===== config.mk =====
export PLATFORM = sky130hd
export DESIGN_NAME = ysyx_2022040010_div
export DESIGN_NICKNAME = d
export VERILOG_FILES = /design/src/rtl/ysyx_2022040010_div_pkg.sv /design/src/rtl/ysyx_2022040010_add.sv /design/src/rtl/ysyx_2022040010_div.sv
export SDC_FILE = /design/constraint.sdc
export NUM_CORES = 1
export LEC_CHECK = 0
export ABC_AREA = 0
export CAP_MARGIN = 20
export CORE_MARGIN = 2
export CORE_UTILIZATION = 40
export DETAILED_ROUTE_END_ITERATION = 12
export GPL_TIMING_DRIVEN = 0
export PLACE_DENSITY_LB_ADDON = 0.2
export REMOVE_ABC_BUFFERS = 1
export SYNTH_ARGS = -nofsm -noshare
export SYNTH_HDL_FRONTEND = slang
export SYNTH_SLANG_ARGS = --single-unit

===== constraint.sdc =====
create_clock -name clk -period 6.4 [get_ports clk]
set_input_delay 1.28 -clock clk [delete_from_list [all_inputs] [get_ports clk]]
set_output_delay 1.28 -clock clk [all_outputs]
set_load 0.05 [all_outputs]

===== src/rtl/ysyx_2022040010_div_pkg.sv =====
// Shared defines for the RV64M divider: XLEN, FSM encodings and iteration counts.
// Also holds the W-variant result sign-extension helper.
package ysyx_2022040010_div_pkg;

    localparam int XLEN    = 64;
    localparam int DIV_N64 = 64;
    localparam int DIV_N32 = 32;

    localparam logic [5:0] CNT_64 = 6'(DIV_N64 - 1);
    localparam logic [5:0] CNT_32 = 6'(DIV_N32 - 1);

    typedef enum logic [1:0] {
        DIV_IDLE,
        DIV_CALC,
        DIV_DONE
    } div_state_e;

    function automatic logic [XLEN-1:0] sext_w(
        input logic [XLEN-1:0] x,
        input logic            w
    );
        return w ? {{32{x[31]}}, x[31:0]} : x;
    endfunction

endpackage


===== src/rtl/ysyx_2022040010_add.sv =====
// Combinational adder shared with the ALU; returns sum and carry out.
// alu_32 folds the result to a sign-extended 32-bit sum with carry from bit 31.
module ysyx_2022040010_add
    import ysyx_2022040010_div_pkg::*;
(
    input  logic [XLEN-1:0] in_a,
    input  logic [XLEN-1:0] in_b,
    input  logic            in_c,
    input  logic            alu_32,
    output logic [XLEN-1:0] sum,
    output logic            carry
);

    logic [XLEN:0] full;
    logic [32:0]   low;

    assign full  = {1'b0, in_a} + {1'b0, in_b} + {{XLEN{1'b0}}, in_c};
    assign low   = {1'b0, in_a[31:0]} + {1'b0, in_b[31:0]} + {32'b0, in_c};
    assign sum   = alu_32 ? {{32{low[31]}}, low[31:0]} : full[XLEN-1:0];
    assign carry = alu_32 ? low[32] : full[XLEN];

endmodule


===== src/rtl/ysyx_2022040010_div.sv =====
// Radix-2 restoring divider for DIV/DIVU/REM/REMU and their W forms.
// Works on magnitudes; signs are re-applied on the final iteration.
module ysyx_2022040010_div
    import ysyx_2022040010_div_pkg::*;
(
    input  logic            clk,
    input  logic            rst_n,
    input  logic            flush,
    input  logic            in_valid,
    output logic            in_ready,
    input  logic [XLEN-1:0] dividend,
    input  logic [XLEN-1:0] divisor,
    input  logic            div_signed,
    input  logic            div_32,
    output logic            out_valid,
    input  logic            out_ready,
    output logic [XLEN-1:0] quotient,
    output logic [XLEN-1:0] remainder
);

    div_state_e      state;
    logic [XLEN-1:0] rem;
    logic [XLEN-1:0] dvd;
    logic [XLEN-1:0] dsr;
    logic [5:0]      cnt;
    logic            neg_q;
    logic            neg_r;
    logic            is32;

    logic [XLEN-1:0] a_ext, b_ext, a_mag, b_mag, min_val;
    logic            a_neg, b_neg, b_zero, ovf;

    assign a_ext = div_32 ? {{32{div_signed & dividend[31]}}, dividend[31:0]}
                          : dividend;
    assign b_ext = div_32 ? {{32{div_signed & divisor[31]}}, divisor[31:0]}
                          : divisor;
    assign a_neg   = div_signed & a_ext[XLEN-1];
    assign b_neg   = div_signed & b_ext[XLEN-1];
    assign a_mag   = a_neg ? -a_ext : a_ext;
    assign b_mag   = b_neg ? -b_ext : b_ext;
    assign b_zero  = (b_ext == '0);
    assign min_val = div_32 ? 64'hFFFF_FFFF_8000_0000 : 64'h8000_0000_0000_0000;
    assign ovf     = div_signed && (a_ext == min_val) && (&b_ext);

    logic [XLEN-1:0] rem_sh, trial, rem_nx, dvd_nx;
    logic            carry, ok;

    assign rem_sh = {rem[XLEN-2:0], dvd[XLEN-1]};

    ysyx_2022040010_add u_add (
        .in_a   (rem_sh),
        .in_b   (~dsr),
        .in_c   (1'b1),
        .alu_32 (1'b0),
        .sum    (trial),
        .carry  (carry)
    );

    // A bit shifted out of rem means the 65-bit partial remainder beats dsr
    assign ok     = carry | rem[XLEN-1];
    assign rem_nx = ok ? trial : rem_sh;
    assign dvd_nx = {dvd[XLEN-2:0], ok};

    logic [XLEN-1:0] q_fin, r_fin;

    assign q_fin = sext_w(neg_q ? -dvd_nx : dvd_nx, is32);
    assign r_fin = sext_w(neg_r ? -rem_nx : rem_nx, is32);

    assign in_ready = (state == DIV_IDLE) && !flush;

    always_ff @(posedge clk or negedge rst_n) begin
        if (!rst_n) begin
            state     <= DIV_IDLE;
            out_valid <= 1'b0;
            quotient  <= '0;
            remainder <= '0;
            rem       <= '0;
            dvd       <= '0;
            dsr       <= '0;
            cnt       <= '0;
            neg_q     <= 1'b0;
            neg_r     <= 1'b0;
            is32      <= 1'b0;
        end else if (flush) begin
            state     <= DIV_IDLE;
            out_valid <= 1'b0;
        end else begin
            unique case (state)
                DIV_IDLE: begin
                    if (in_valid && in_ready) begin
                        is32  <= div_32;
                        neg_q <= a_neg ^ b_neg;
                        neg_r <= a_neg;
                        if (b_zero) begin
                            quotient  <= '1;
                            remainder <= sext_w(a_ext, div_32);
                            out_valid <= 1'b1;
                            state     <= DIV_DONE;
                        end else if (ovf) begin
                            quotient  <= min_val;
                            remainder <= '0;
                            out_valid <= 1'b1;
                            state     <= DIV_DONE;
                        end else begin
                            rem   <= '0;
                            dvd   <= div_32 ? {a_mag[31:0], 32'b0} : a_mag;
                            dsr   <= b_mag;
                            cnt   <= div_32 ? CNT_32 : CNT_64;
                            state <= DIV_CALC;
                        end
                    end
                end
                DIV_CALC: begin
                    rem <= rem_nx;
                    dvd <= dvd_nx;
                    cnt <= cnt - 6'd1;
                    if (cnt == '0) begin
                        quotient  <= q_fin;
                        remainder <= r_fin;
                        out_valid <= 1'b1;
                        state     <= DIV_DONE;
                    end
                end
                DIV_DONE: begin
                    if (out_ready) begin
                        out_valid <= 1'b0;
                        state     <= DIV_IDLE;
                    end
                end
                default: state <= DIV_IDLE;
            endcase
        end
    end

endmodule

# After elaboration in Yosys (flattened, before gate mapping)
# Index checks and enable logic that the tools add are counted.
# W data, S select, Z words.
[word_totals]
register_bits = 332
in_bits = 135
out_inout_bits = 130
[classes]
n_addsub = 7
n_eq_ne = 12
muxes = 49
n_bitwise = 10
n_reduce_logical = 17
[op_table]
columns = ["op", "count"]
rows = [
  ["$mux W64", 25],
  ["$pmux W64 S2", 4],
  ["$neg A64 Y64", 4],
  ["$add A64 B64 Y65", 1],
  ["$add A65 B1 Y65 const B", 1],
  ["$eq A64 B64 Y1", 1],
  ["$logic_not A64 Y1", 1],
  ["$not A64 Y64", 1],
  ["$reduce_and A64 Y1", 1],
  ["$mux W63", 1],
  ["$mux W6", 4],
  ["$reduce_and A5 Y1", 4],
  ["$mux W2", 6],
  ["$pmux W6 S2", 1],
  ["$ne A3 B3 Y1 const B", 3],
  ["$logic_not A6 Y1", 1],
  ["$mux W1", 6],
  ["$ne A2 B2 Y1 const B", 3],
  ["$pmux W2 S3", 1],
  ["$reduce_and A3 Y1", 2],
  ["$sub A6 B1 Y6 const B", 1],
  ["$and A1 B1 Y1", 4],
  ["$logic_and A1 B1 Y1", 4],
  ["$ne A4 B4 Y1 const B", 1],
  ["other kinds (12)", 14],
]

# Logic depth before layout (Yosys ltp)
# Gate-level depths: netlist of the first run.
[depth]
word_depth = 10
depth_mapped = 29
ltp_nobuf = 22

# Hierarchy
# Synthesis of the first run repeated with hierarchy kept, for this count alone.
[unflattened]
cells_unflattened = 3510
area_unflattened_um2 = 26741.9
[modules_own_cells]
columns = ["module", "n_inst", "cells_each", "area_each_um2"]
rows = [
  ["ysyx_2022040010_div", 1, 2935, 22854.4],
  ["ysyx_2022040010_add", 1, 575, 3887.5],
]

# Least setup slack after synthesis of the first run
# OpenSTA, ideal clock, no wires.
[synth_path]
path_type = "flip-flop to flip-flop"
start = "register rem[50]"
end = "register quotient[58]"
t_arrival_ps = 5253
t_required_ps = 6323
path_slack_ps = 1070
stages_incl_launch_ff = 26
path_buffers = 7
period_less_slack_ps = 5330
cell_sequence = "dfrtp_1 -> ha_1 -> buf_2 -> a21oi_1 -> o21ai_0 -> a21o_1 -> a221o_1 -> a31oi_2 -> nand2_4 -> inv_2 -> buf_6 -> buf_2 -> clkbuf_1 -> buf_2 -> buf_1 -> ha_1 -> nand2b_1 -> nor2_1 -> nand4_1 -> or2_2 -> clkbuf_1 -> o31ai_1 -> a21boi_0 -> xnor2_1 -> nand2_1 -> a21oi_1"
[synth_between]
elab_chain_len = 8
[synth_lines]
columns = ["item", "line", "rtl"]
rows = [
  ["start, declared", "ysyx_2022040010_div.sv:22", "logic [XLEN-1:0] rem;"],
  ["start signal, assigned", "ysyx_2022040010_div.sv:114", "rem <= rem_nx;"],
  ["$add A64 B64 Y65", "ysyx_2022040010_add.sv:17", "assign full = {1'b0, in_a} + {1'b0, in_b} + {{XLEN{1'b0}}, in_c};"],
  ["$add A65 B1 Y65", "ysyx_2022040010_add.sv:17", ""],
  ["$or A1 B1 Y1", "ysyx_2022040010_div.sv:60", "assign ok = carry | rem[XLEN-1];"],
  ["$neg A64 Y64", "ysyx_2022040010_div.sv:66", "assign q_fin = sext_w(neg_q ? -dvd_nx : dvd_nx, is32);"],
  ["$mux W64", "ysyx_2022040010_div.sv:66", ""],
  ["$mux W64", "ysyx_2022040010_div_pkg.sv:22", "return w ? {{32{x[31]}}, x[31:0]} : x;"],
  ["$mux W64", "ysyx_2022040010_div.sv:117", "if (cnt == '0) begin"],
  ["$pmux W64 S2", "ysyx_2022040010_div.sv:88", "unique case (state)"],
  ["end signal, assigned", "ysyx_2022040010_div.sv:100", "quotient <= min_val;"],
  ["end signal, assigned", "ysyx_2022040010_div.sv:118", "quotient <= q_fin;"],
  ["end, declared", "ysyx_2022040010_div.sv:17", "output logic [XLEN-1:0] quotient,"],
]
# No other way between the ends. The select of a mux whose other input is x is not followed.
# A chain may end at the register's enable or synchronous reset.

# Worst setup path in the final report of the first run
[layout_path]
start = "register rem[16]"
end = "register remainder[47]"
[layout_between]
elab_chain_len = 9
[layout_lines]
columns = ["item", "line", "rtl"]
rows = [
  ["$add A64 B64 Y65", "ysyx_2022040010_add.sv:17", ""],
  ["$add A65 B1 Y65", "ysyx_2022040010_add.sv:17", ""],
  ["$or A1 B1 Y1", "ysyx_2022040010_div.sv:60", ""],
  ["$mux W64 *", "ysyx_2022040010_div.sv:61", "assign rem_nx = ok ? trial : rem_sh;"],
  ["$neg A64 Y64", "ysyx_2022040010_div.sv:67", "assign r_fin = sext_w(neg_r ? -rem_nx : rem_nx, is32);"],
  ["$mux W64 *", "ysyx_2022040010_div.sv:67", ""],
  ["$mux W64 *", "ysyx_2022040010_div_pkg.sv:22", ""],
  ["$mux W64 *", "ysyx_2022040010_div.sv:117", ""],
  ["$pmux W64 S2 *", "ysyx_2022040010_div.sv:88", ""],
  ["end signal, assigned", "ysyx_2022040010_div.sv:96", "remainder <= sext_w(a_ext, div_32);"],
  ["end signal, assigned", "ysyx_2022040010_div.sv:119", "remainder <= r_fin;"],
  ["end, declared", "ysyx_2022040010_div.sv:18", "output logic [XLEN-1:0] remainder"],
]
# Every way passes the cells marked *; elsewhere a longest branch is shown, timed or not. The select of a mux whose other input is x is not followed.

==> results of run 1 <==
## cell families (layout without fill, tap and decap cells)
logic type / Yosys count / after routing
AOI/OAI and AO/OA: 1195 / 1195
xor gates and xnor gates: 269 / 269
adders and majority gates: 75 / 75
buffers and inverters: 357 / 509
DFF: 332 / 332
and+or+nand+nor: 1408 / 1408
other: 0 / 4
muxes: 40 / 40
## worst paths after layout
kind                                  to  depth (start not counted)  slack (ns)
max reg2reg                remainder[47]                         17        0.29
max in group asynchronous          neg_r                          3        4.49
min                        remainder[30]                          2        0.47
min in group asynchronous         dsr[0]                          1        0.61
max                        remainder[47]                         17        0.29
min reg2reg                remainder[30]                          2        0.47
## worst register-to-register path: stages, from the launching register on
cell and delay, ns:
sky130_fd_sc_hd__dfrtp_1 0.53, sky130_fd_sc_hd__ha_1 0.56, sky130_fd_sc_hd__a21oi_1 0.17, sky130_fd_sc_hd__o21ai_0 0.55
sky130_fd_sc_hd__a22oi_1 0.27, sky130_fd_sc_hd__a21oi_2 0.31, sky130_fd_sc_hd__o2111ai_4 0.35, sky130_fd_sc_hd__nand2_8 0.34
sky130_fd_sc_hd__buf_16 0.31, sky130_fd_sc_hd__inv_4 0.17, sky130_fd_sc_hd__buf_16 0.25, sky130_fd_sc_hd__or3_1 0.49
sky130_fd_sc_hd__o32ai_2 0.43, sky130_fd_sc_hd__a211oi_1 0.19, sky130_fd_sc_hd__a311oi_4 0.54, sky130_fd_sc_hd__nand2_1 0.25
sky130_fd_sc_hd__a21oi_1 0.20, sky130_fd_sc_hd__a211o_1 0.12
## through the flow
stage | area (um^2) | instances | setup slack [ns]
6_report | 32700 | 4714 | 0.294
5_1_grt | 32700 | 4713 | 0.00472
4_1_cts | 32500 | 4701 | 0.00913
3_5_place_dp | 31100 | 4626 | -0.529
3_3_place_gp | 30300 | 4588 | -12.50
2_1_floorplan | 26600 | 3442 | -3.97
## layer usage
layer	track usage	vias to the layer above	share of wire
met3	0.0337	190	0.062
met1	0.389	13100	0.45
li1	-	13500	-
met2	0.441	962	0.44
met4	0.117	2	0.044
met5	0	-	0.00017
## what timing repair did
item / CTS / global route
endpoints found under the setup margin: 17 / 62
hold buffers: 0 / 0
resized for setup: 3 / 5
pin swaps: 1 / 2
setup buffers: 2 / 7
## where the power goes
| group | switching, mW | internal, mW | total, mW |
|---|---|---|---|
| clock | 0.998 | 1.41 | 2.41 |
| combinational | 5.20 | 2.62 | 7.82 |
| sequential | 0.658 | 2.85 | 3.50 |
## cell type report
| type | count | area [um^2] | share of cell area |
|---|---|---|---|
| Timing Repair Buffer | 313 | 3480 | 0.107 |
| Clock inverter | 14 | 165 | 0.00506 |
| Antenna cell | 4 | 10.0 | 0.000307 |
| Inverter | 123 | 464 | 0.0142 |
| Clock buffer | 59 | 1210 | 0.0372 |
| Sequential cell | 332 | 8310 | 0.254 |
| Multi-Input combinational cell | 2987 | 17900 | 0.548 |
| Tap cell | 882 | 1100 | 0.0338 |
## cell usage in the layout (no fill, tap or decap), drive strengths merged, types with 23 or more instances in the layout
| master | count |
|---|---|
| o21ai | 357 |
| or4 | 26 |
| inv | 126 |
| clkbuf | 59 |
| o211ai | 27 |
| or3 | 49 |
| nand4 | 52 |
| nand3 | 82 |
| nor4 | 56 |
| a221oi | 25 |
| dfrtp | 332 |
| xor2 | 121 |
| o31ai | 84 |
| buf | 50 |
| nand2 | 520 |
| ha | 74 |
| nand2b | 23 |
| a21oi | 328 |
| nor2 | 402 |
| xnor2 | 148 |
| a21o | 50 |
| o21a | 28 |
| nor3 | 87 |
| and3 | 24 |
| mux2i | 28 |
| a31oi | 51 |
| a211oi | 65 |
| clkdlybuf4s50 | 261 |
| o41ai | 28 |
## flip-flops by register name, indices dropped and copies added (netlist names)
signal     count
cnt            6
dsr           64
dvd           64
is32           1
neg_q          1
neg_r          1
out_valid      1
quotient      64
rem           64
remainder     64
state          2
==> results.cfg, run 1 <==
[run_status]
run_status = finished, final reports clean

[logic_synthesis]
synth_commonest_cells = 518 x sky130_fd_sc_hd__nand2_1, 402 x sky130_fd_sc_hd__nor2_1, 348 x sky130_fd_sc_hd__o21ai_0, 332 x sky130_fd_sc_hd__dfrtp_1, 324 x sky130_fd_sc_hd__a21oi_1
syn-mean-instance-area_um2 = 7.49
complex_gate_fraction_of_the_synthesized_area = 0.275
synth_adder_area_share = 0.0343
yosys_most_used_dff = sky130_fd_sc_hd__dfrtp_1
synth_largest_area_cell = sky130_fd_sc_hd__dfrtp_1
netlist_area_um2 = 27500
synthMuxAreaShare = 0.0151
synth_top_family_by_area = compound AO/OA/AOI/OAI gates
synth.most_common_cell = sky130_fd_sc_hd__nand2_1
distinct_cell_type_count_of_the_synthesized_netlist = 97
synthesis.yosys.warnings = 0
synth_area_leaders = sky130_fd_sc_hd__dfrtp_1 30%, sky130_fd_sc_hd__nand2_1 7.1%, sky130_fd_sc_hd__o21ai_0 6.3%
ffs_w_async_s_r_synth = 1.00
synth_seq_area_share = 0.302
synth_xor_area_frac = 0.0855
synth_enable_flop_cells = 0
synth_simple_gate_area_share = 0.237
yosysTopAreaCellShare = 0.302
synth-seq-cells = 332
syn_inst = 3676

[power]
report.power.total_mw = 13.7
vdd_ir_drop_max_mv = 0.213
p_leak_nw = 13.5
power.density_nw_per_um2 = 421

[die]
die-height_um = 266
rows = 96
core_region_area_um2 = 68300
die_area_um2 = 71000
floorplan.initialDensity = 0.403
die_w_um = 266
ios = 265

[sta]
min_period_over_period = 0.954
finalCriticalPeriod_ns = 6.11
finalClockSkew_ns = 0.0176
worstMarginPinSlew_ns = 1.07
drv_slew = 0
slew_headroom = 0.284
holdWs_ns = 0.472
fmax_ghz = 0.164
tns_ns = 0
report.final.hold_viol_count = 0
setup_viol = 0
rsz0062_at_grt = false

[setup_path]
timing.critical_path.slowest_cell_delay_ns = 0.56
critical-path-top-delay-family = compound AO/OA/AOI/OAI gates
critical_path_startpoint_category = flip-flop
rr_startpoint = rem[16]
critPathKind = reg -> reg
timing.critical_path.from = rem[16]
worst-path-max-fanout = 91
critical_path_arrival_ns = 6.63
critical_path_required_ns = 6.93
endpoint_kind = flip-flop
critical_path.slowest_cell = sky130_fd_sc_hd__ha_1
worst-path-buf-inv = 3
path_cells = ha_1, a21oi_1, o21ai_0, a22oi_1, a21oi_2, o2111ai_4, nand2_8, buf_16, inv_4, buf_16, or3_1, o32ai_2, a211oi_1, a311oi_4, nand2_1, a21oi_1, a211o_1

[final_layout]
area_growth_syn_to_layout_pct = 18.6
layout_nets = 4008
drive_above_1_share = 0.0522
post-route-util = 0.478
fillers = 6775

[clock_tree]
clock_tree.htree_level_count = 2
cts_root_buf = sky130_fd_sc_hd__clkbuf_16
cts_tree = done
cts-root-to-sink-buffers = 3
cts.reportedPaths.clkPinSlew_ns = 0.06
numCtsBuffers = 41
clock_sink_count = 332
insertion_delay_ns = 0.59

[grt]
grt_remaining_overflow = 0
grt_first_pass_wirelength_um = 156000
grt_start_max_net_pins = 116
grt_pass1_vias = 25900
grt_antenna_before_repair = 5
gr-usage-all-layers = 0.280

[detailed_routing]
detailroute.via_count = 27800
detail_route.first_pass.iterations = 6
ant_nets = 0
drt_drc_violations_left = 0
wire_per_inst_um = 21.6
drtIter0Drc = 2499
totalWireLength_um = 102000
route.detailed.vias_per_inst = 5.90

[hold_path]
hold_path_startpoint = remainder[30]
hold_class = reg -> reg

[place]
place.detailed.hpwl_um = 79100
place.gp.congestion = 0.964
numPortBuffers = 264

[flow_run]
cap_viol_max_count = 0
Power figures use the tool's default switching activity.
==> run 2, diff against run 1 <==
PLACE_DENSITY = 0.69   (was not set)
PLACE_DENSITY_LB_ADDON = not set   (was 0.2)
==> results.cfg, run 2 (synthesis gave the netlist of run 1 again) <==
[die]
die-height_um = 266
ios = 265
core_region_area_um2 = 68300
die_w_um = 266
rows = 96
die_area_um2 = 71000
floorplan.initialDensity = 0.403

[detailed_routing]
ant_nets = 0
detail_route.first_pass.iterations = 7
drtIter0Drc = 3033
totalWireLength_um = 101000
detailroute.via_count = 28300
route.detailed.vias_per_inst = 6.02
wire_per_inst_um = 21.5
drt_drc_violations_left = 0

[setup_path]
path_cells = inv_1, ha_1, fa_1, nor2b_1, o31a_1, o21ai_0, a311oi_1, a21oi_1, o41ai_1, xor2_1, a2111oi_1, o211ai_1, o41ai_1, xnor2_1, o21ai_0, a31oi_1
critical_path_required_ns = 6.88
critical-path-top-delay-family = compound AO/OA/AOI/OAI gates
critical_path_startpoint_category = flip-flop
worst-path-max-fanout = 10
critical_path.slowest_cell = sky130_fd_sc_hd__a311oi_1
timing.critical_path.slowest_cell_delay_ns = 0.91
endpoint_kind = flip-flop
critical_path_arrival_ns = 6.64
critPathKind = reg -> reg
worst-path-buf-inv = 1

[sta]
worstMarginPinSlew_ns = 1.10
fmax_ghz = 0.162
setup_viol = 0
slew_headroom = 0.266
drv_slew = 0
tns_ns = 0
report.final.hold_viol_count = 0
finalClockSkew_ns = 0.0219
min_period_over_period = 0.962
rsz0062_at_grt = false
finalCriticalPeriod_ns = 6.16

[clock_tree]
cts_root_buf = sky130_fd_sc_hd__clkbuf_16
numCtsBuffers = 38
clock_sink_count = 332
cts_tree = done
insertion_delay_ns = 0.58
clock_tree.htree_level_count = 2
cts.reportedPaths.clkPinSlew_ns = 0.06
cts-root-to-sink-buffers = 3

[grt]
grt_remaining_overflow = 0
gr-usage-all-layers = 0.277
grt_pass1_vias = 26000
grt_antenna_before_repair = 5
grt_start_max_net_pins = 115
grt_first_pass_wirelength_um = 155000

[place]
place.detailed.hpwl_um = 78000
numPortBuffers = 264
place.gp.congestion = 0.943

[power]
p_leak_nw = 13.5
power.density_nw_per_um2 = 422
vdd_ir_drop_max_mv = 0.265
report.power.total_mw = 13.7

[hold_path]
hold_class = reg -> reg

[run_status]
run_status = finished, final reports clean

[final_layout]
area_growth_syn_to_layout_pct = 18.2
mostFrequentLayoutCells = 518 x sky130_fd_sc_hd__nand2_1, 399 x sky130_fd_sc_hd__nor2_1, 348 x sky130_fd_sc_hd__o21ai_0, 330 x sky130_fd_sc_hd__dfrtp_1, 323 x sky130_fd_sc_hd__a21oi_1
most_frequent_standard_cell_in_the_layout_excluding_fill_and_tap_cells = sky130_fd_sc_hd__nand2_1
layout_nets = 4001
drive_above_1_share = 0.0521

[flow_run]
cap_viol_max_count = 0
[run 2: cell count changes in the layout (fill, tap and decap cells not counted), sizes merged, moves of 3 or more]
cell      delta
clkbuf      -11
buf          -6
clkinv       +4
inv          -4
bufinv       +4
clkinvlp     +3
[run 2: layout make-up]
| cell class | count | area, um^2 |
|---|---|---|
| clock inverters | 21 | 279 |
| multi-input cells | 2988 | 17900 |
| flip-flops and latches | 332 | 8310 |
| diodes | 4 | 10.0 |
| fillers | 6750 | 35800 |
| well taps | 882 | 1100 |
| inverters | 123 | 468 |
| repair buffers | 308 | 3380 |
| clock buffers | 48 | 1090 |
[run 2: metal layers]
metal | global-route usage | part of all wire
met4 | 0.132 | 0.050
met3 | 0.0456 | 0.082
met5 | 0 | 0.00053
met1 | 0.372 | 0.42
met2 | 0.434 | 0.44
[run 2: per-stage QoR]
step                      utilization  hold slack (ns)  setup WS [ns]  instances  area [um^2]
final                           0.476            0.475          0.243       4706        32600
after global routing            0.476            0.493         0.0110       4703        32500
after CTS                       0.475            0.481          0.131       4696        32500
after detailed placement        0.455            0.467         -0.696       4625        31100
after global placement          0.444            0.456         -11.71       4588        30300
after floorplan                     -            0.450          -3.97       3442        26600
[run 2: timing repair]
item | 4_1_cts | 5_1_grt
gates cloned | 0 | 1
gates resized for setup | 4 | 3
buffers inserted | 2 | 3
hold buffers | 0 | 0
pin swaps | 0 | 2
endpoints found under the setup margin | 33 | 55
[run 2: power breakdown]
group / switching, mW / internal [mW]
Combinational: 5.14 / 2.61
Clock: 0.985 / 1.45
Sequential: 0.690 / 2.84
Total: 6.82 / 6.90
[run 2: worst paths after layout]
path | start | endpoint | slack, ns | cells past startpoint
setup / recovery | dvd[63] | remainder[57] | 0.24 | 16
hold / removal | quotient[26] | quotient[26] | 0.47 | 1
setup reg to reg | dvd[63] | remainder[57] | 0.24 | 16
hold reg to reg | quotient[26] | quotient[26] | 0.47 | 1
max in group asynchronous | rst_n | neg_q | 4.42 | 3
min in group asynchronous | rst_n | dsr[3] | 0.63 | 1
